===== src/rtl/systolic_matmul_engine.sv =====
// systolic_matmul_engine: N x N output-stationary systolic matrix multiplier.
// Computes C = A*B (or C += A*B) with internal input skew buffers, a three-state
// control FSM and valid/ready handshakes on the operand and result sides.
module systolic_matmul_engine #(
    parameter int unsigned N      = 4,
    parameter int unsigned DATA_W = 8,
    parameter int unsigned ACC_W  = 32,
    parameter int unsigned SIGNED = 0
) (
    input  logic                  i_clk,
    input  logic                  i_arst,
    input  logic [N*N*DATA_W-1:0] i_a,
    input  logic [N*N*DATA_W-1:0] i_b,
    input  logic                  i_accumulate,
    input  logic                  i_inValid,
    output logic                  o_inReady,
    output logic [N*N*ACC_W-1:0]  o_c,
    output logic                  o_outValid,
    input  logic                  i_outReady,
    output logic                  o_busy
);

    localparam int unsigned SLOTS = 2 * N - 1;
    localparam int unsigned CNT_W = $clog2(3 * N);
    // Counter value at which the final MAC lands in PE(N-1,N-1).
    localparam logic [CNT_W-1:0] LAST_CNT = CNT_W'(3 * N - 3);

    if (N < 2 || N > 64) begin : g_bad_n
        $error("systolic_matmul_engine: N must be in 2..64");
    end
    if (ACC_W < 2 * DATA_W + $clog2(N)) begin : g_bad_acc
        $error("systolic_matmul_engine: ACC_W must be >= 2*DATA_W + clog2(N)");
    end

    typedef enum logic [1:0] {
        StIdle,
        StCompute,
        StDone
    } state_e;

    state_e              state_q, state_d;
    logic [CNT_W-1:0]    cnt_q, cnt_d;

    // Skew registers: slot 0 is the head that feeds the array edge.
    logic [DATA_W-1:0]   skew_a_q [N][SLOTS];
    logic [DATA_W-1:0]   skew_a_d [N][SLOTS];
    logic [DATA_W-1:0]   skew_b_q [N][SLOTS];
    logic [DATA_W-1:0]   skew_b_d [N][SLOTS];

    // a_pipe[i][j] is the a value PE(i,j) forwards right; b_pipe[i][j] the b it forwards down.
    logic [DATA_W-1:0]   a_pipe_q [N][N-1];
    logic [DATA_W-1:0]   a_pipe_d [N][N-1];
    logic [DATA_W-1:0]   b_pipe_q [N-1][N];
    logic [DATA_W-1:0]   b_pipe_d [N-1][N];

    logic [ACC_W-1:0]    acc_q [N][N];
    logic [ACC_W-1:0]    acc_d [N][N];

    logic [DATA_W-1:0]   a_in [N][N];
    logic [DATA_W-1:0]   b_in [N][N];

    logic                accept;

    // Full-precision product extended to the accumulator width.
    function automatic logic [ACC_W-1:0] mac_prod(input logic [DATA_W-1:0] a,
                                                  input logic [DATA_W-1:0] b);
        logic [2*DATA_W-1:0] p;
        if (SIGNED != 0) begin
            p = $signed({{DATA_W{a[DATA_W-1]}}, a}) * $signed({{DATA_W{b[DATA_W-1]}}, b});
            return {{(ACC_W - 2 * DATA_W){p[2*DATA_W-1]}}, p};
        end else begin
            p = {{DATA_W{1'b0}}, a} * {{DATA_W{1'b0}}, b};
            return {{(ACC_W - 2 * DATA_W){1'b0}}, p};
        end
    endfunction

    // PE operand routing: edge PEs read the skew heads, inner PEs read neighbours.
    for (genvar i = 0; i < N; i++) begin : g_row
        for (genvar j = 0; j < N; j++) begin : g_col
            if (j == 0) begin : g_a_edge
                assign a_in[i][j] = skew_a_q[i][0];
            end else begin : g_a_inner
                assign a_in[i][j] = a_pipe_q[i][j-1];
            end
            if (i == 0) begin : g_b_edge
                assign b_in[i][j] = skew_b_q[j][0];
            end else begin : g_b_inner
                assign b_in[i][j] = b_pipe_q[i-1][j];
            end
            assign o_c[(i*N+j)*ACC_W +: ACC_W] = acc_q[i][j];
        end
    end

    assign o_inReady  = (state_q == StIdle) | ((state_q == StDone) & i_outReady);
    assign accept     = i_inValid & o_inReady;
    assign o_outValid = (state_q == StDone);
    assign o_busy     = (state_q == StCompute);

    // Control FSM next-state.
    always_comb begin
        state_d = state_q;
        case (state_q)
            StIdle: begin
                if (i_inValid) state_d = StCompute;
            end
            StCompute: begin
                if (cnt_q == LAST_CNT) state_d = StDone;
            end
            StDone: begin
                if (i_outReady) state_d = i_inValid ? StCompute : StIdle;
            end
            default: state_d = StIdle;
        endcase
    end

    // Datapath next-state: load on acceptance, shift and MAC while computing.
    always_comb begin
        cnt_d    = cnt_q;
        skew_a_d = skew_a_q;
        skew_b_d = skew_b_q;
        a_pipe_d = a_pipe_q;
        b_pipe_d = b_pipe_q;
        acc_d    = acc_q;
        if (accept) begin
            cnt_d = '0;
            for (int i = 0; i < N; i++) begin
                for (int s = 0; s < SLOTS; s++) begin
                    skew_a_d[i][s] = '0;
                    skew_b_d[i][s] = '0;
                end
                // Register i is delayed by i leading zero slots.
                for (int k = 0; k < N; k++) begin
                    skew_a_d[i][i+k] = i_a[(i*N+k)*DATA_W +: DATA_W];
                    skew_b_d[i][i+k] = i_b[(k*N+i)*DATA_W +: DATA_W];
                end
            end
            for (int i = 0; i < N; i++) begin
                for (int j = 0; j < N - 1; j++) begin
                    a_pipe_d[i][j] = '0;
                    b_pipe_d[j][i] = '0;
                end
            end
            if (!i_accumulate) begin
                for (int i = 0; i < N; i++) begin
                    for (int j = 0; j < N; j++) begin
                        acc_d[i][j] = '0;
                    end
                end
            end
        end else if (state_q == StCompute) begin
            cnt_d = cnt_q + CNT_W'(1);
            for (int i = 0; i < N; i++) begin
                for (int s = 0; s < SLOTS - 1; s++) begin
                    skew_a_d[i][s] = skew_a_q[i][s+1];
                    skew_b_d[i][s] = skew_b_q[i][s+1];
                end
                skew_a_d[i][SLOTS-1] = '0;
                skew_b_d[i][SLOTS-1] = '0;
            end
            for (int i = 0; i < N; i++) begin
                for (int j = 0; j < N; j++) begin
                    acc_d[i][j] = acc_q[i][j] + mac_prod(a_in[i][j], b_in[i][j]);
                    if (j < N - 1) a_pipe_d[i][j] = a_in[i][j];
                    if (i < N - 1) b_pipe_d[i][j] = b_in[i][j];
                end
            end
        end
    end

    // State registers with asynchronous clear.
    always_ff @(posedge i_clk or posedge i_arst) begin
        if (i_arst) begin
            state_q <= StIdle;
            cnt_q   <= '0;
            for (int i = 0; i < N; i++) begin
                for (int s = 0; s < SLOTS; s++) begin
                    skew_a_q[i][s] <= '0;
                    skew_b_q[i][s] <= '0;
                end
                for (int j = 0; j < N; j++) begin
                    acc_q[i][j] <= '0;
                end
                for (int j = 0; j < N - 1; j++) begin
                    a_pipe_q[i][j] <= '0;
                    b_pipe_q[j][i] <= '0;
                end
            end
        end else begin
            state_q  <= state_d;
            cnt_q    <= cnt_d;
            skew_a_q <= skew_a_d;
            skew_b_q <= skew_b_d;
            a_pipe_q <= a_pipe_d;
            b_pipe_q <= b_pipe_d;
            acc_q    <= acc_d;
        end
    end

endmodule


===== config.mk =====
export PLATFORM = sky130hd
export DESIGN_NAME = systolic_matmul_engine
export DESIGN_NICKNAME = d
export VERILOG_FILES = /design/src/rtl/systolic_matmul_engine.sv
export SDC_FILE = /design/constraint.sdc
export NUM_CORES = 2
export LEC_CHECK = 0
export BUFFER_PORTS_ARGS = -buffer_cell sky130_fd_sc_hd__buf_2
export CAP_MARGIN = 25
export CELL_PAD_IN_SITES_DETAIL_PLACEMENT = 0
export CELL_PAD_IN_SITES_GLOBAL_PLACEMENT = 2
export CORE_ASPECT_RATIO = 0.7
export CORE_UTILIZATION = 39
export DETAILED_ROUTE_END_ITERATION = 12
export MAX_ROUTING_LAYER = met4
export PLACE_DENSITY = 0.85
export SLEW_MARGIN = 10
export SYNTH_ARGS = -nofsm -noshare
export SYNTH_HDL_FRONTEND = slang
export SYNTH_SLANG_ARGS = --single-unit

===== constraint.sdc =====
create_clock -name i_clk -period 34.8 [get_ports i_clk]
set_clock_uncertainty 0.05 [all_clocks]
set_input_delay 1.74 -clock i_clk [delete_from_list [all_inputs] [get_ports i_clk]]
set_output_delay 1.74 -clock i_clk [all_outputs]
set_load 0.01 [all_outputs]

* Word level (Yosys, flattened, before mapping)
Cells that the tools add are included.
Operators by class: $add $sub $neg 17, $mul 16, equality and inequality tests 7, muxes and demuxes 50, bitwise logic cells 3, reductions and logical operators 4
Operators by type and width (number):
- $mux 512 | 3
- $mux 32 | 32
- $mux 224 | 4
- $add 32x32->32 | 16
- $mux 96 | 4
- $mul 8x8->16 | 16
- $mux 4 | 2
- $mux 2 | 3
- $pmux 2 s3 | 1
- $add 4x1->4 const B | 1
- $eq 4x4->1 const B | 1
- $ne 2x1->1 const B | 2
- $ne 2x2->1 const B | 2
- $reduce_and 3->1 | 1
- $and 1x1->1 | 2
- $eq 2x1->1 const B | 1
- $eq 2x2->1 const B | 1
- $logic_not 2->1 | 1
- $reduce_and 2->1 | 1
- $reduce_bool 2->1 | 1
- $mux 1 | 1
- $or 1x1->1 | 1
Word-level totals: register bits 1158, input port bits 261, output and inout bits 515, word-level logic and storage cells 195

* Longest topological paths before layout
depth in word-level cells 8, mapped depth 27, depth with buffers taken out 26

* Least setup slack after synthesis
No wires, ideal clock.
kind reg2reg, start point register a_pipe_q (netlist bit a_in[51]), end point register acc_q (netlist bit o_c[319]), library setup time 69 ps, arrival time 5874 ps, data required time 34681 ps, setup slack 28807 ps, cell stages (with the launch flop) 25, path buffers 1, period minus slack after synthesis 5993 ps, cells stage by stage dfrtp_1 > clkbuf_1 > and2_1 > fa_1 > fa_1 > inv_1 > fa_1 > fa_1 > inv_1 > ha_1 > a21oi_1 > o21bai_1 > a211oi_1 > o31ai_1 > a211oi_1 > nor3_1 > ha_1 > nand2_1 > or3_1 > o32ai_1 > a21oi_1 > a31oi_1 > nand3_1 > or4_1 > nand3_1
Between the ends: word-level cells in the longest chain between the ends 6
RTL lines:
- start, declared | line 51 | logic [DATA_W-1:0] a_pipe_q [N][N-1];
- start signal, assigned | line 193 | a_pipe_q <= a_pipe_d;
- $mul 8x8->16 | line 72 | p = {{DATA_W{1'b0}}, a} * {{DATA_W{1'b0}}, b};
- $mux 32 | line 150 | end else if (state_q == StCompute) begin
- $mux 32 | line 124 | if (accept) begin
- $add 32x32->32 | line 162 | acc_d[i][j] = acc_q[i][j] + mac_prod(a_in[i][j], b_in[i][j]);
- $mux 512 | line 150
- $mux 512 | line 124
- end signal, assigned by index | line 181 | acc_q[i][j] <= '0;
- end signal, assigned | line 195 | acc_q <= acc_d;
- end, declared | line 56 | logic [ACC_W-1:0] acc_q [N][N];
Every way passes these cells. The select of a mux whose other input is x is not followed. A chain may end at the register's enable or synchronous reset.

* Worst setup path after layout
start point register b_pipe_q (netlist bit b_in[74]), end point register acc_q (netlist bit o_c[218])
Between the ends: word-level cells in the longest chain between the ends 6
RTL lines:
- start, declared | line 53 | logic [DATA_W-1:0] b_pipe_q [N-1][N];
- start signal, assigned | line 194 | b_pipe_q <= b_pipe_d;
- $mul 8x8->16 | line 72
- $mux 32 | line 150
- $mux 32 | line 124
- $add 32x32->32 | line 162
- $mux 512 | line 150
- $mux 512 | line 124
Every way passes these cells. The select of a mux whose other input is x is not followed.

==> impl_metrics.yaml <==
outcome:
  status: "finished, final reports clean"
power_and_ir_drop:
  sequentialPowerShare_pct: 32.5
  switching_share_pct: 47.2
  pwr-share-comb_pct: 48.4
  switchingPower_mw: 3.55
  power.internal_mw: 3.98
  power_per_cell_area_mw_per_mm2: 76.5
  clkPwrFrac_pct: 19.1
  vdd_drop_max_uv: 53.0
  p_total_mw: 7.53
  leakage_nw: 52.1
final_layout:
  utilization_pct: 44.5
  area_growth_pct: 13.0
  layout_commonest_cell: "inv_1"
  fin_nets: 11400
  final_cell_mix: "inv_1 (1,074), dfrtp_1 (1,062), and2_1 (887)"
  drive_gt1_share_pct: 11.3
setup_path:
  r2r_start: "b_in[74]$_DFFE_PP0P_"
  crit_path_end_kind: "flip-flop"
  critPathRequiredTime_ns: 35.40
  r2r_cells: 24
  crit_path_max_fanout: 10
  critical_path_class: "flip-flop to flip-flop"
  reg2reg_slack_ns: 27.91
  start_kind: "flip-flop"
  cp.arrival_ns: 7.49
  startpoint: "b_in[74]$_DFFE_PP0P_"
  worstReg2RegEnd: "o_c[218]$_DFFE_PP0P_"
  endpoint: "o_c[218]$_DFFE_PP0P_"
synth:
  synth_fa_ha_area_share_pct: 26.0
  synth_xor_xnor_area_share_pct: 3.95
  synth.largest_area_cell: "dfrtp_1"
  synth_area_per_cell_um2: 9.60
  synth_top_family_by_area: "adder cells"
  synthSimpleGateAreaFrac_pct: 15.1
  synth_top_area_share_pct: 30.5
  synth_edf_count: 0
  synth_nets: 10800
  synthMuxAreaShare_pct: 1.45
  synthDistinctLibCells: 88
  async_reset_ff_share_pct: 100
  synth_compound_area_share_pct: 16.6
  ys_seq_area_share_pct: 30.5
  synth.area.top_cells: "dfrtp_1 (31%), fa_1 (14%), ha_1 (12%), and2_1 (6.4%), inv_1 (4.6%)"
  synthCells: 9071
  synth-main-ff-cell: "dfrtp_1"
  syn_area_mm2: 0.0871
  ys_ff_latch: 1062
  ys_warn_count: 0
job:
  cap_violations: 0
drt:
  ant_nets: 0
  dr.max_layer_used: "met4"
  drt_iter0_markers: 5605
  wl_met2_mm: 120
  wl_per_cell_um: 22.1
  route.met3.wl_mm: 18.2
  drc_errors: 0
  dr.pass1.iters: 10
  drt-vias-per-instance: 5.50
  drt-met1-wl_mm: 136
  route.vias.total: 69900
  totalWireLength_mm: 281
global_routing:
  globalRouteOverflowTotal: 0
  grt_util_all_layers_pct: 25.4
  antenna_found_initial: 46
  grt_max_degree: 202
  grt_pass1_wl_mm: 433
  grt_pass1_vias: 69100
sta:
  hold_viol: 0
  setup_violations: 0
  period_share_pct: 19.8
  clock.fmax_mhz: 145
  finalCriticalPeriod_ns: 6.89
  fin_ws_ns: 27.91
  relSlewSlack_pct: 24.9
  rsz0062_at_grt: "false"
  tns_ns: 0
  slew_violations: 0
  worstMarginPinSlew_ns: 1.13
clocking:
  cts_inserted_buffers: 120
  clock_path_buffers: 3
  cts_tree: "yes"
  clk_pin_slew_worst_paths_ns: 0.07
  htree_num_levels: 3
  cts_setup_buffers: 0
  cts_resized: 0
  holdBufCountCts: 0
  root_buffer: "clkbuf_16"
  cts_sinks: 1062
  clock_latency_ns: 0.80
place:
  dp.final_hpwl_mm: 217
  place_ws_ns: 27.97
  gp_congestion: 0.921
  port_buffers: 775
hold_path:
  hold_path_class: "flip-flop to flip-flop"
  hold_start: "o_c[95]$_DFFE_PP0P_"
floorplan:
  dieArea_mm2: 0.225
  initial_core_util_pct: 39.4
  rows: 144
  die_h_um: 397
  coreArea_mm2: 0.221
  pin_count: 776
  die-width_um: 567
[power groups by stage]
| stage | clock [mW] | sequential [mW] | combinational, mW |
|---|---|---|---|
| 3_3_place_gp | 0 | 2.44 | 3.57 |
| 6_report | 1.44 | 2.45 | 3.64 |
| 2_1_floorplan | 0 | 2.05 | 2.65 |
| 5_1_grt | 1.52 | 2.51 | 4.09 |
| 3_5_place_dp | 0 | 2.45 | 3.62 |
| 4_1_cts | 1.47 | 2.44 | 3.65 |
[critical path: stages, from the launching register on]
cell and delay, ns:
dfrtp_1 0.84, nand2_1 0.17, fa_1 0.54, fa_1 0.54, inv_1 0.05, fa_1 0.48
inv_1 0.05, fa_1 0.47, inv_1 0.04, ha_1 0.33, inv_1 0.05, o21ai_0 0.24
a21o_1 0.16, a21oi_1 0.08, o21ai_0 0.29, nor2_1 0.09, xnor2_1 0.15, ha_1 0.36
a21o_1 0.18, a21oi_1 0.12, o21ai_0 0.09, a31oi_1 0.73, nor2_1 0.25, nand4_1 0.18
mux2i_1 0.19
[worst min path at each step]
stage	end	cells after the start
CTS	o_c[95]$_DFFE_PP0P_	1
detailed placement	o_c[95]$_DFFE_PP0P_	1
global route	o_c[159]$_DFFE_PP0P_	1
global placement	o_c[255]$_DFFE_PP0P_	1
floorplan	skew_a_q[136]$_DFFE_PP0P_	2
finish	o_c[95]$_DFFE_PP0P_	1
[through the flow]
step                      cell area [um^2]  hold slack, ns  std cells
after floorplan                      87100           0.408       9071
after global placement               93700           0.409      12400
after detailed placement             93700           0.415      12400
after CTS                            98200           0.423      12700
after global routing                 98400           0.437      12700
final                                98400           0.424      12700
[cells by family after synthesis]
group,count (synthesis)
and+or+nand+nor,2545
AOI/OAI and AO/OA,2022
adders and majority gates,1458
muxes,126
buffers and inverters,1465
xor gates and xnor gates,393
DFF,1062
[area by class of cell]
| cell class | instances | area, um^2 |
|---|---|---|
| multi-input cells | 6544 | 55100 |
| fillers | 21200 | 123000 |
| clock buffers | 152 | 3340 |
| repair buffers | 835 | 4500 |
| well taps | 2920 | 3650 |
| flip-flops and latches | 1062 | 26600 |
| clock inverters | 75 | 1130 |
| diodes | 38 | 95.1 |
| inverters | 1077 | 4060 |
[synthesized netlist by cell type (56+ instances only)]
| cell | count |
|---|---|
| nor2b_1 | 79 |
| clkbuf_1 | 358 |
| dfrtp_1 | 1062 |
| nor3_1 | 100 |
| xor2_1 | 143 |
| a21oi_1 | 359 |
| nand2_1 | 802 |
| inv_1 | 1075 |
| nand3_1 | 205 |
| and3_1 | 56 |
| o21ai_0 | 372 |
| xnor2_1 | 250 |
| fa_1 | 592 |
| and2_1 | 888 |
| a21o_1 | 132 |
| nor2_1 | 212 |
| a22o_1 | 402 |
| mux2i_1 | 126 |
| o21a_1 | 57 |
| o31ai_1 | 101 |
| o211ai_1 | 120 |
| a222oi_1 | 171 |
| ha_1 | 866 |
[flip-flops by register name (all words and copies together), names as in the netlist]
register,cells
skew_a_q,144
skew_b_q,144
state_q,2
o_c,512
a_in,128
b_in,128
cnt_q,4
[metal layers]
layer	vias to the layer above	global-route usage, %
met3	266	4.40
met4	0	5.19
met2	1918	37.0
met5	-	-
met1	35200	36.8
li1	32500	-
No activity file was read; power rests on OpenSTA's default activity.
